[config.mk]
export PLATFORM = sky130hd
export DESIGN_NAME = alu_control
export DESIGN_NICKNAME = d
export VERILOG_FILES = /design/src/rtl/alu_pkg.sv /design/src/rtl/alu_decode.sv /design/src/rtl/alu_control.sv
export SDC_FILE = /design/constraint.sdc
export NUM_CORES = 1
export LEC_CHECK = 0
export CORE_AREA = 2 2 39 41
export CTS_BUF_LIST = sky130_fd_sc_hd__clkbuf_8
export CTS_CLUSTER_SIZE = 28
export DETAILED_ROUTE_END_ITERATION = 8
export DIE_AREA = 0 0 41 43
export GPL_TIMING_DRIVEN = 1
export PLACE_DENSITY_LB_ADDON = 0.3
export SYNTH_ARGS = -nofsm -noshare
export SYNTH_HDL_FRONTEND = slang
export SYNTH_HIERARCHICAL = 1
export SYNTH_SLANG_ARGS = --single-unit
[constraint.sdc]
create_clock -name clk -period 0.8 [get_ports clk]
set_clock_uncertainty 0.1 [all_clocks]
set_input_delay 0.16 -clock clk [delete_from_list [all_inputs] [get_ports clk]]
set_output_delay 0.16 -clock clk [all_outputs]
set_load 0.01 [all_outputs]
[src/rtl/alu_pkg.sv]
// alu_pkg
//   Shared encodings for the RV32I ALU path.
//   - ALU_*   : 4-bit ALU operation select, produced by alu_control and
//               consumed by the ALU.
//   - ALUOP_* : 2-bit operation class, produced by the main decoder and
//               consumed by alu_control.
//   - F3_*    : funct3 values for the R/I arithmetic instruction groups.
//   Selects 1011..1111 are reserved and never produced.
package alu_pkg;

  // ALU operation select encodings
  localparam logic [3:0] ALU_ADD  = 4'b0000;
  localparam logic [3:0] ALU_SUB  = 4'b0001;
  localparam logic [3:0] ALU_SLL  = 4'b0010;
  localparam logic [3:0] ALU_SLT  = 4'b0011;
  localparam logic [3:0] ALU_SLTU = 4'b0100;
  localparam logic [3:0] ALU_XOR  = 4'b0101;
  localparam logic [3:0] ALU_SRL  = 4'b0110;
  localparam logic [3:0] ALU_SRA  = 4'b0111;
  localparam logic [3:0] ALU_OR   = 4'b1000;
  localparam logic [3:0] ALU_AND  = 4'b1001;
  localparam logic [3:0] ALU_LUI  = 4'b1010;

  // Operation classes from the main decoder
  localparam logic [1:0] ALUOP_ADD   = 2'b00;  // load/store address
  localparam logic [1:0] ALUOP_SUB   = 2'b01;  // branch compare
  localparam logic [1:0] ALUOP_FUNCT = 2'b10;  // decode funct fields
  localparam logic [1:0] ALUOP_LUI   = 2'b11;  // LUI pass-through

  // funct3 groups for R/I arithmetic
  localparam logic [2:0] F3_ADDSUB = 3'b000;
  localparam logic [2:0] F3_SLL    = 3'b001;
  localparam logic [2:0] F3_SLT    = 3'b010;
  localparam logic [2:0] F3_SLTU   = 3'b011;
  localparam logic [2:0] F3_XOR    = 3'b100;
  localparam logic [2:0] F3_SHR    = 3'b101;
  localparam logic [2:0] F3_OR     = 3'b110;
  localparam logic [2:0] F3_AND    = 3'b111;

endpackage

[src/rtl/alu_decode.sv]
// alu_decode
//   Purely combinational decode of (operation class, funct3, funct7[5])
//   into the next ALU operation select. Holds no state.
//   Ports:
//     aluOp_i    [1:0]  operation class from the main decoder
//     funct3_i   [2:0]  instruction bits [14:12]
//     funct7_5_i        instruction bit 30
//     aluCtrl_o  [3:0]  decoded ALU operation select
module alu_decode
  import alu_pkg::*;
(
  input  logic [1:0] aluOp_i,
  input  logic [2:0] funct3_i,
  input  logic       funct7_5_i,
  output logic [3:0] aluCtrl_o
);

  // ADD is assigned first so every path, including unknown inputs that
  // fall into the default branches, yields a defined ADD and no latch.
  // funct7[5] only distinguishes ADD/SUB and SRL/SRA; it is ignored for
  // every other funct3 and for the fixed classes.
  always_comb begin
    aluCtrl_o = ALU_ADD;
    case (aluOp_i)
      ALUOP_ADD: aluCtrl_o = ALU_ADD;
      ALUOP_SUB: aluCtrl_o = ALU_SUB;
      ALUOP_LUI: aluCtrl_o = ALU_LUI;
      ALUOP_FUNCT: begin
        case (funct3_i)
          F3_ADDSUB: aluCtrl_o = funct7_5_i ? ALU_SUB : ALU_ADD;
          F3_SLL:    aluCtrl_o = ALU_SLL;
          F3_SLT:    aluCtrl_o = ALU_SLT;
          F3_SLTU:   aluCtrl_o = ALU_SLTU;
          F3_XOR:    aluCtrl_o = ALU_XOR;
          F3_SHR:    aluCtrl_o = funct7_5_i ? ALU_SRA : ALU_SRL;
          F3_OR:     aluCtrl_o = ALU_OR;
          F3_AND:    aluCtrl_o = ALU_AND;
          default:   aluCtrl_o = ALU_ADD;
        endcase
      end
      default: aluCtrl_o = ALU_ADD;
    endcase
  end

endmodule

[src/rtl/alu_control.sv]
// alu_control
//   Registered ALU control: decodes the main decoder's operation class plus
//   funct3/funct7[5] and presents the ALU operation select one clock later.
//   Ports:
//     clk       system clock, rising edge
//     rst_n     asynchronous active-low reset; forces ALUCtrl to ADD
//     ALUOp     [1:0] operation class
//     funct3    [2:0] instruction bits [14:12]
//     funct7_5  instruction bit 30
//     ALUCtrl   [3:0] registered ALU operation select
module alu_control
  import alu_pkg::*;
(
  input  logic       clk,
  input  logic       rst_n,
  input  logic [1:0] ALUOp,
  input  logic [2:0] funct3,
  input  logic       funct7_5,
  output logic [3:0] ALUCtrl
);

  logic [3:0] aluCtrl_d;
  logic [3:0] aluCtrl_q;

  alu_decode u_decode (
    .aluOp_i    (ALUOp),
    .funct3_i   (funct3),
    .funct7_5_i (funct7_5),
    .aluCtrl_o  (aluCtrl_d)
  );

  // Single output register. There is no enable: a fresh decode is captured
  // on every edge, and reset discards whatever was pending.
  always_ff @(posedge clk or negedge rst_n) begin
    if (!rst_n) begin
      aluCtrl_q <= ALU_ADD;
    end else begin
      aluCtrl_q <= aluCtrl_d;
    end
  end

  assign ALUCtrl = aluCtrl_q;

endmodule

==> results of run 1 <==
==> stage by stage <==
| stage | cell area, um2 | worst slack, ps |
|---|---|---|
| 6_report | 385 | -147 |
| 5_1_grt | 385 | -174 |
| 4_1_cts | 383 | -156 |
| 3_5_place_dp | 380 | -629 |
| 3_3_place_gp | 380 | -625 |
| 2_1_floorplan | 220 | -23.1 |
==> power breakdown <==
group / total [mW] / switching (mW) / internal (mW)
sequential: 0.218 / 0.00215 / 0.216
clock: 0.413 / 0.0935 / 0.320
combinational: 0.122 / 0.0526 / 0.0692
==> kinds of logic after synthesis <==
kind of cell,share of synthesized area [%]
AOI/OAI and AO/OA,21.2
DFF,47.1
muxes,5.29
and+or+nand+nor,26.5
==> final timing paths <==
check | end | depth (start not counted) | startpoint
max in group asynchronous | ALUCtrl[1] | 1 | rst_n
min in group clk | ALUCtrl[3] | 3 | funct3[1]
max | ALUCtrl[3] | 1 | ALUCtrl[3]
min | ALUCtrl[2] | 1 | rst_n
==> cell type report <==
cell class / instances / share of cell area (%)
clock buffers: 3 / 10.7
multi-input cells: 14 / 31.2
flip-flops and latches: 4 / 26.0
well taps: 16 / 5.19
repair buffers: 14 / 26.9
==> routing by layer <==
layer | up-vias | GRT usage, % | wire length (um) | share of wire, %
met2 | 12 | 10.0 | 225 | 46
met5 | - | 0 | 0 | 0
li1 | 100 | - | - | -
met1 | 95 | 8.36 | 195 | 40
met4 | 0 | 8.00 | 0 | 0
met3 | 0 | 3.14 | 66 | 14
==> repair_timing <==
| item | CTS | global route |
|---|---|---|
| gates resized for setup | 34 | 4 |
| endpoints found under the setup margin | 8 | 6 |
| pin swaps | 3 | 2 |
==> layout by cell type, fill, tap and decap left out, types with 2 or more instances in the layout <==
master	count
buf_2	5
dfrtp_1	4
clkbuf_8	3
buf_4	3
buf_6	2
and2b_1	2
nor2b_1	2
==> results.txt, run 1 <==
The commonest cells after synthesis are dfrtp_1, nor2b_1, and2b_1. The count of mapped cells out of synthesis came out at 18. The wire-length estimate of the detail-placed layout is 374 um. Traced cell by cell, the critical path runs through buf_2. The post-synthesis to final-layout area growth is 81.2%. The number of unique standard cell types used by synthesis is 12. After detailed routing, the number of remaining DRC violations is 0. Using the TritonRoute via totals, the vias-per-cell ratio works out to 4.06.

On the critical path the largest part of the delay comes from flip-flops. The leakage power summed over all cells is 0.187 nW. The number of buffers and inverters on the critical path came out at 1. The total placed cells including tap cells is 49. The violation count after the first detailed-route iteration came out at 0. Once the clock tree was built, the setup fixing pass inserted 0 buffers. The share of the synthesized area in the top cell type is 47.1%.

The largest single stage delay on the critical path is 340 ps. Clock tree synthesis inserted a total of 3 buffers. The number of inserted diodes is 0. Summed over all instances, the cell type with the most area after synthesis is dfrtp_1.

The final-report max-slew violation count is 0. The clock-pin transition on the worst setup and hold timing paths came out at 30 ps. Final hold analysis gives a worst-case slack of 46.3 ps. The post-route fraction of the period consumed by the critical path is 118%.

The via count of the first global-routing pass is 208. The startpoint kind of the worst setup timing path is a flop. The number of warnings printed during yosys synthesis is 6. The top-level port count came out at 12.

After the last flow step, the layout net total stands at 45. The post-route core utilization is 27.8%. Across the VDD grid, the largest voltage drop is around 0.48 mV. Counting flops with an async set or reset pin after synthesis yields a share of 100%. The final count of negative-setup-slack endpoints came out at 4. The worst endpoint data arrival time came out at 690 ps. The die span in y came out at between 40 and 50 um. The power density relative to cell area came out at 1960 mW/mm2. Counting flops and latches in the post-synthesis netlist gives 4. The number of antenna violations at the first check in global routing is 0. TritonCTS built the clock tree.

The number of input and output port buffers inserted came out at 11. The number of iterations in the first detailed-routing pass is 1. The final number of hold-violating endpoints came out at 0. In the post-synthesis netlist, the biggest area contributors are dfrtp_1, nor2b_1, a221oi_2. For this run, the top clock speed supported by timing is between 1 and 1.5 GHz. The count of flip-flops with a built-in enable after synthesis came out at 0.

The worst relative slew slack came out at between 80% and 90%. The total die area is 0.00176 mm2. The worst setup slack after layout came out at -147 ps. The slew at the pin closest to its max-slew limit is 204 ps. The final routed wirelength across all metal layers is 487 um. The first global-routing pass estimated 869 um of wire. The hold buffer count at cts came out at 0. The tightest min-delay check is of the in -> async type.

The finished layout holds a little over 50 standard cells, fillers aside. The clock sink count came out at 4. The critical path in this run is classified as reg -> out. The tree is rooted in a clkbuf_8. The all-layer global routing usage came out at 7.63%. The final critical delay including setup and external delays is 947 ps. The most used flip-flop cell after synthesis is dfrtp_1. The flow ran to the end, but the final reports show violations. The leading cell type by number of instances after synthesis is dfrtp_1. The floorplan step defined a core boundary enclosing 0.00138 mm2. The die outline width came out at 41 um. In this run the worst path has a maximum fanout of 1. The post-detailed-route wirelength per cell is 9.55 um. The checks that failed: setup timing. The worst path required time is roughly 540 ps.

The fill cell instance count of the final layout is 156. The netlist area before placement came out at 213 um2. The number of vias after detailed routing came out at 207. The flip-flop count of the largest register, all copies and words added came out at 4.

The critical path endpoint category is a primary output. The max capacitance violation total is 0. The part of the Yosys area used for sequential elements came out at 47.1%.

The sequential cell area in the final layout came out at 100 um2. The clock passes through at most 2 buffers. Setup repair after global routing could not meet its margin everywhere.

Among all stages on the critical path, the largest delay is contributed by dfrtp_1. The routability congestion estimate came out at 0.652. In the final layout, the multi-input gates occupy 120 um2. The average cell area after synthesis came out at about 12 um2. The total nets after synthesis came out at 26.

CTS built an H-tree with a depth of 1. The final global-route overflow total came out at 0. The number of cell rows is 14.

The count of nets left with antenna violations once routing finished came out at 0. The overall power consumption is around 750 uW. For this configuration, the core starts out at a cell density of 15.4%. Adding up every negative setup slack in the final design gives -583 ps.

Entering global routing, the biggest net connects 7 pins. The share of final-layout standard cells stronger than drive strength 1 is a little over half.
Note: power is estimated with default switching activity, not from simulation.
==> inputs of run 2 (changes only) <==
--- a/config.mk
+++ b/config.mk
@@ -5,6 +5,7 @@
 export SDC_FILE = /design/constraint.sdc
 export NUM_CORES = 1
 export LEC_CHECK = 0
+export ABC_AREA = 1
 export CORE_AREA = 2 2 39 41
 export CTS_BUF_LIST = sky130_fd_sc_hd__clkbuf_8
 export CTS_CLUSTER_SIZE = 28
==> run 2 against run 1 <==
Against the previous run:
- the run still ends with setup timing left
- final cell count rose by 22%
- synthesized cell count rose by 72%
- utilization fell by 1.6 points
- power fell by 1.8%
- critical path depth did not move
- hold slack barely moved
- worst setup slack got worse by 6.0 ps
- critical path type unchanged
- critical endpoint is now ALUCtrl[0]
==> results.txt, run 2 <==
The post-placement setup slack is -426 ps (was -629 ps). The post-route core utilization came to 26.2% (was 27.8%). The combinational cell fraction of total power is 14.4% (was 16.2%). The clock tree from TritonCTS is built (unchanged).

The total die area is 0.00176 mm2 (unchanged). The sequential cell area in the final layout came out at 100 um2 (unchanged). Status: finished, violations left (unchanged). The final-stage net count came to 56 (was 45). The area used by multi-input combinational logic came out at 85.1 um2 (was 120 um2). The number of antenna-violating nets in the routed design came out at 0 (unchanged). The die outline width came out at 41 um (unchanged).

The clock power share was 55.8% (was 54.8%). The number of input and output port buffers inserted came to 11 (unchanged). The top-level port count came out at 12 (unchanged). The post-synthesis to final-layout area growth is 73.7% (was 81.2%). The violation count after the first detailed-route iteration came out at 0 (unchanged).

Cell types with the largest area share after synthesis: dfrtp_1, nand2_1, inv_1 (was dfrtp_1, nor2b_1, a221oi_2). The final number of hold-violating endpoints is 0 (unchanged). The all-layer global routing usage came to 7.44% (was 7.63%). The buffer depth of the longest clock path came out at 2 (unchanged).

The number of inserted diodes was 0 (unchanged). The number of antenna violations at the first check in global routing is 0 (unchanged). Unrepaired setup endpoints after global routing: true (unchanged). The largest net degree at the start of global routing is 7 (unchanged). The netlist area before placement came out at 209 um2 (was 213 um2). The power density relative to cell area came out at 2040 mW/mm2 (was 1960 mW/mm2). The worst endpoint data arrival time is 690 ps (about the same). The share of the synthesized area in the top cell type is 47.9% (was 47.1%).

The number of register bits inferred by synthesis came out at 4 (unchanged). The part of the total power dissipated in sequential elements is 29.8% (was 29.0%). The via count of the first global-routing pass came out at 217 (was 208). The highest ir drop seen on vdd is 0.423 mV (was 0.476 mV). The post-route setup TNS is -591 ps (was -583 ps).

The max capacitance violation total is 0 (unchanged). The final routed wirelength across all metal layers came to 479 um (was 487 um). The most frequent standard cell in the layout excluding fill and tap cells is nand2_1 (was buf_2). The number of cell rows came to 14 (unchanged). The number of warnings printed during yosys synthesis came out at 6 (unchanged). The final-report max-slew violation count is 0 (unchanged).

The worst setup slack after layout is -153 ps (was -147 ps). The root buffer cell is clkbuf_8 (unchanged). The share of final-layout standard cells stronger than drive strength 1 is 32.6% (was 54.3%). The average cell area after synthesis was 6.74 um2 (was 11.8 um2).

The H-tree level count came out at 1 (unchanged). The type of the most critical hold path is in -> async (unchanged). The wire length of the first global-routing pass came out at 807 um (was 869 um). The share of synthesized flip-flops with an asynchronous set or reset came out at 100% (unchanged).

The part of the Yosys area used for sequential elements is 47.9% (was 47.1%). The post-route fraction of the period consumed by the critical path is 119% (was 118%). Top cell types by occurrence after synthesis: nand2_1, inv_1, dfrtp_1, a21oi_1 (was dfrtp_1, nor2b_1, and2b_1). The startpoint kind of the worst setup timing path is a flop (unchanged). The number of vias after detailed routing came out at 225 (was 207). The worst relative slew slack came out at 88.3% (was 86.4%). The DRC violations left came out at 0 (unchanged). The count of flip-flops with a built-in enable after synthesis was 0 (unchanged). The via count normalized by instance count was 3.63 (was 4.06).

The most used flip-flop cell after synthesis is dfrtp_1 (unchanged). The cell type of the slowest stage on the worst timing path is dfrtp_1 (unchanged). The clock sink count came out at 4 (unchanged). The flip-flop count of the largest register, all copies and words added came out at 4 (unchanged). The number of buffers and inverters on the critical path was 1 (unchanged). The number of iterations in the first detailed-routing pass came out at 1 (unchanged). The die span in y came out at 43 um (unchanged). The leading cell type by number of instances after synthesis is nand2_1 (was dfrtp_1). The worst-case hold slack was 46.2 ps (was 46.3 ps). The critical path endpoint category was a primary output (unchanged). The fill cell instance count of the final layout came to 163 (was 156). The post-detailed-route wirelength per cell was 7.73 um (was 9.55 um). The longest individual stage delay on the worst path is 360 ps (was 340 ps). The final count of negative-setup-slack endpoints is 4 (unchanged). The final global-route overflow total came out at 0 (unchanged). The slew at the pin closest to its max-slew limit is 176 ps (was 204 ps). The worst path required time came out at 540 ps (about the same).

The maximum fanout along the worst path came out at 1 (unchanged). The power spent charging and discharging nets came out at 152 uW (was 148 uW). Violated checks: setup timing (unchanged). The leakage power summed over all cells is 0.208 nW (was 0.187 nW).

The area of the core region came out at 0.00138 mm2 (unchanged). The switching power as a share of total power is 20.5% (was 19.7%). The starting density of the core was 15.1% (was 15.4%). The total nets after synthesis came out at 39 (was 26). The timing-limited maximum frequency came out at 1.05 GHz (was 1.06 GHz). The clock buffer count from CTS came out at 3 (unchanged). The hold buffer count at cts is 0 (unchanged). The routability congestion estimate is 0.727 (was 0.652). The final critical delay including setup and external delays came out at 953 ps (was 947 ps).

Cell chain of the critical path: buf_6 (was buf_2). The number of unique standard cell types used by synthesis is 8 (was 12). The design internal power is 588 uW (was 605 uW).

The half-perimeter wire length after placement came out at 358 um (was 374 um). The critical path launch point is ALUCtrl[0] (was ALUCtrl[3]). The critical path class is reg -> out (unchanged). The count of mapped cells out of synthesis came to 31 (was 18). The most area-hungry cell type in the Yosys netlist is dfrtp_1 (unchanged). Commonest cells after routing, fill and taps aside: nand2_1, dfrtp_1, inv_2 (was buf_2, dfrtp_1, clkbuf_8, buf_4). The clock-pin transition on the worst setup and hold timing paths is 30 ps (about the same). The kind of cell adding the most delay to the critical path is flip-flops (unchanged).
## run 2: logic make-up (layout without fill, tap and decap cells)
family | count (synthesis) | count (layout) | synth area share, %
compound gates | 4 | 4 | 9.58
buf+inv | 7 | 22 | 12.6
flops | 4 | 4 | 47.9
simple gates | 16 | 16 | 29.9
## run 2: area by class of cell
class / instances / share of cell area, %
Sequential cell: 4 / 27.6
Timing Repair Buffer: 12 / 24.8
Multi-Input combinational cell: 20 / 23.4
Clock buffer: 3 / 11.4
Inverter: 7 / 7.24
Tap cell: 16 / 5.52
## run 2: power by group through the flow
stage | registers [mW] | logic [mW] | clock network, mW
final | 0.220 | 0.107 | 0.413
after floorplan | 0.230 | 0.0352 | 0
after detailed placement | 0.222 | 0.123 | 0
after global placement | 0.222 | 0.123 | 0
after CTS | 0.219 | 0.103 | 0.426
after global routing | 0.221 | 0.123 | 0.445
## run 2: through the flow
step	area [um2]	instances	total power, mW
floorplan	209	31	0.265
global placement	347	59	0.345
detailed placement	347	59	0.345
CTS	363	62	0.749
global route	363	62	0.789
finish	363	62	0.740
## run 2: worst paths after layout
| check | to | slack [ps] | cells past startpoint |
|---|---|---|---|
| setup / recovery | ALUCtrl[0] | -150 | 1 |
| hold / removal | ALUCtrl[1] | 50 | 1 |
| max in group asynchronous | ALUCtrl[3] | 390 | 1 |
| min in group clk | ALUCtrl[3] | 160 | 3 |
## run 2: timing repair
action                     in CTS  in global routing
resized for setup              25                  7
setup endpoints to repair       8                  6
buffers inserted                0                  0
pin swaps                       3                  0
## run 2: metal layers
metal | part of all wire [%] | track usage [%] | routed length, um
met1 | 43 | 8.71 | 205
met2 | 44 | 7.81 | 211
met3 | 13 | 3.66 | 62
met4 | 0 | 10.0 | 0
met5 | 0 | 0 | 0
==> inputs of run 3 (changes only) <==
--- a/config.mk
+++ b/config.mk
@@ -15,5 +15,4 @@
 export PLACE_DENSITY_LB_ADDON = 0.3
 export SYNTH_ARGS = -nofsm -noshare
 export SYNTH_HDL_FRONTEND = slang
-export SYNTH_HIERARCHICAL = 1
 export SYNTH_SLANG_ARGS = --single-unit
==> run 3 against run 2 <==
Against the previous run:
- the flow still finishes with violations (setup timing)
- die area is the same
- synthesized cell count decreased by 3.2%
- combinational power hardly changed
- first-iteration DRC count increased by 2
- clock-buffer cell count unchanged
- sequential share of layout area increased by 0.19 points
- routed wire length shrank 7.5%
- sequential power barely moved
- via count fell by 4.9%
- power fell by 0.39%
- largest cell class unchanged
==> results.txt, run 3 <==
The number of unique standard cell types used by synthesis came out at 10 (was 8). Violated checks: setup timing (unchanged). The final number of hold-violating endpoints is 0 (unchanged).

The power spent charging and discharging nets is 152 uW (about the same). The timing-limited maximum frequency came out at 1.06 GHz (was 1.05 GHz). The number of antenna-violating nets in the routed design came out at 0 (unchanged).

The number of cell rows is 14 (unchanged). The portion of netlist area occupied by mux cells is 0% (unchanged). Commonest cells after routing, fill and taps aside: nand2_1, dfrtp_1, inv_2, buf_2 (was nand2_1, dfrtp_1, inv_2). The number of register bits inferred by synthesis is 4 (unchanged). The routability congestion estimate is 0.648 (was 0.727). Unrepaired setup endpoints after global routing: true (unchanged). The part of the total power dissipated in sequential elements is 29.8% (about the same).

The switching power as a share of total power is 20.6% (was 20.5%). The leading cell type by number of instances after synthesis was nand2_1 (unchanged). The number of vias after detailed routing is 214 (was 225).

The most frequent standard cell in the layout excluding fill and tap cells is nand2_1 (unchanged). Status: finished, violations left (unchanged). The post-route setup TNS was -577 ps (was -591 ps). The number of warnings printed during yosys synthesis is 0 (was 6). Cell types with the largest area share after synthesis: dfrtp_1, nand2_1, inv_1 (unchanged). The netlist area before placement is 215 um2 (was 209 um2). The clock sink count is 4 (unchanged). The area of the core region came out at 0.00138 mm2 (unchanged).

The die outline width came out at 41 um (unchanged). The violation count after the first detailed-route iteration is 2 (was 0). The H-tree level count is 1 (unchanged). The post-route fraction of the period consumed by the critical path is 118% (was 119%).

The share of the synthesized area in the top cell type was 46.5% (was 47.9%). The post-placement setup slack was -431 ps (was -426 ps). The global routing usage on met3 came to 1.57% (was 3.66%). The design internal power is 585 uW (was 588 uW).

The slew at the pin closest to its max-slew limit came out at 172 ps (was 176 ps). The worst endpoint data arrival time came to 690 ps (about the same). The critical path class is reg -> out (unchanged). The critical path endpoint category is a primary output (unchanged). The leakage power summed over all cells came to 0.205 nW (was 0.208 nW).

The part of the Yosys area used for sequential elements is 46.5% (was 47.9%). The maximum fanout along the worst path is 1 (unchanged). Cell chain of the critical path: buf_2 (was buf_6).

The final routed wirelength across all metal layers came out at 443 um (was 479 um). The most crowded layer after global routing is met1 (was met4). The number of iterations in the first detailed-routing pass came out at 2 (was 1).

The flip-flop count of the largest register, all copies and words added came out at 4 (unchanged). The met1 routing resource usage after global routing came to 8.06% (was 8.71%). The met2 track demand over resource in global routing was 5.63% (was 7.81%). The most used flip-flop cell after synthesis is dfrtp_1 (unchanged). The half-perimeter wire length after placement is 349 um (was 358 um).

The highest ir drop seen on vdd is 0.465 mV (was 0.423 mV). The post-synthesis to final-layout area growth came out at 67.4% (was 73.7%). The final count of negative-setup-slack endpoints is 4 (unchanged). The via count of the first global-routing pass came out at 168 (was 217). The design area came out at 360 um2 (was 363 um2). The post-detailed-route wirelength per cell is 7.26 um (was 7.73 um).

The clock-pin transition on the worst setup and hold timing paths is 30 ps (about the same). The wire length of the first global-routing pass came out at 641 um (was 807 um). The share of the synthesized area in compound gates (AO/OA/AOI/OAI) is 9.30% (was 9.58%). The count of flip-flops with a built-in enable after synthesis came out at 0 (unchanged). The post-synthesis share of cell area spent on and, or, nand and nor gates came out at 33.7% (was 29.9%).

The final-report max-slew violation count came out at 0 (unchanged). The top-level port count is 12 (unchanged). The cell type of the slowest stage on the worst timing path was dfrtp_1 (unchanged).

The root buffer cell is clkbuf_8 (unchanged). The overall power consumption came out at 737 uW (was 740 uW). The clock tree from TritonCTS is built (unchanged). The largest net degree at the start of global routing is 6 (was 7). The most area-hungry cell type in the Yosys netlist is dfrtp_1 (unchanged). The final critical delay including setup and external delays came out at 947 ps (was 953 ps). The worst-case hold slack was 46.4 ps (was 46.2 ps). The worst path required time is 540 ps (about the same).

The longest individual stage delay on the worst path is 340 ps (was 360 ps). The DRC violations left came out at 0 (unchanged). The type of the most critical hold path is in -> async (unchanged). The clock buffer count from CTS is 3 (unchanged).

The final-stage net count came out at 55 (was 56). The combinational cell fraction of total power is 14.5% (was 14.4%). The adder and majority cell fraction of the synthesized area came out at 0% (unchanged). The main combinational cell family by area after synthesis is simple AND/OR/NAND/NOR gates (unchanged). The worst setup slack after layout was -147 ps (was -153 ps).

The starting density of the core was 15.6% (was 15.1%). The average cell area after synthesis is 7.17 um2 (was 6.74 um2). The total nets after synthesis is 38 (was 39).

The all-layer global routing usage is 5.83% (was 7.44%). The worst relative slew slack is 88.5% (was 88.3%). The number of antenna violations at the first check in global routing came to 0 (unchanged). The power density relative to cell area came out at 2050 mW/mm2 (was 2040 mW/mm2). The die span in y is 43 um (unchanged). The total die area came out at 0.00176 mm2 (unchanged). The share of synthesized flip-flops with an asynchronous set or reset came out at 100% (unchanged). The count of mapped cells out of synthesis was 30 (was 31). The fill cell instance count of the final layout is 154 (was 163). The share of final-layout standard cells stronger than drive strength 1 came out at 35.6% (was 32.6%).

Top cell types by occurrence after synthesis: nand2_1, dfrtp_1, inv_1 (was nand2_1, inv_1, dfrtp_1, a21oi_1). The max capacitance violation total was 0 (unchanged). The buffer depth of the longest clock path came out at 2 (unchanged). The post-placement cell area came out at 353 um2 (was 347 um2).

The final global-route overflow total came out at 0 (unchanged). The startpoint kind of the worst setup timing path was a flop (unchanged). The number of input and output port buffers inserted is 11 (unchanged). The number of buffers and inverters on the critical path came to 1 (unchanged). The via count normalized by instance count came out at 3.51 (was 3.63). The clock power share came to 55.8% (about the same). The area share of xor/xnor cells in the synthesized design came out at 0% (unchanged). The number of inserted diodes is 0 (unchanged).

The kind of cell adding the most delay to the critical path is flip-flops (unchanged).
run 3: changes by cell type in the layout (fill, tap and decap cells not counted), sizes merged:
| cell | delta |
|---|---|
| inv | -1 |
| a21oi | -1 |
| o21ai | +1 |
run 3: final cells by class:
class / count / area (um2) / share of cell area, %
clock buffers: 3 / 41.3 / 11.5
inverters: 6 / 22.5 / 6.25
multi-input cells: 20 / 92.6 / 25.7
flip-flops and latches: 4 / 100 / 27.8
well taps: 16 / 20.0 / 5.56
repair buffers: 12 / 83.8 / 23.3
run 3: power groups by stage:
stage / Combinational (mW) / Clock [mW] / Sequential, mW
3_3_place_gp: 0.131 / 0 / 0.222
4_1_cts: 0.109 / 0.425 / 0.220
5_1_grt: 0.120 / 0.430 / 0.220
2_1_floorplan: 0.0396 / 0 / 0.231
6_report: 0.107 / 0.411 / 0.219
3_5_place_dp: 0.130 / 0 / 0.222
run 3: layer usage:
| metal | routed length, um | vias up |
|---|---|---|
| met1 | 205 | 82 |
| met2 | 176 | 10 |
| met5 | 0 | - |
| li1 | - | 122 |
| met4 | 0 | 0 |
| met3 | 61 | 0 |
run 3: how the worst max path moves through the flow:
stage / from / endpoint / slack [ps] / cells past startpoint
floorplan: funct3[1] / ALUCtrl[0] / 140 / 6
global placement: funct3[2] / ALUCtrl[0] / -430 / 7
detailed placement: funct3[2] / ALUCtrl[0] / -430 / 7
CTS: ALUCtrl[1] / ALUCtrl[1] / -160 / 1
global route: ALUCtrl[3] / ALUCtrl[3] / -160 / 1
finish: ALUCtrl[1] / ALUCtrl[1] / -150 / 1
run 3: timing repair:
action,4_1_cts,5_1_grt
hold buffers,0,0
pin swaps,3,0
setup endpoints to repair,8,5
resized for setup,24,5
setup buffers,0,0
run 3: cells by family after synthesis:
family / count (synthesis)
buffers and inverters: 6
AND/OR/NAND/NOR: 16
AO/OA/AOI/OAI: 4
flip-flops: 4
run 3: through the flow:
stage                     util, %  cells
final                        26.0     61
after detailed placement     25.5     58
after floorplan                 -     30
after global routing         26.0     61
after CTS                    26.5     61
after global placement       25.5     58
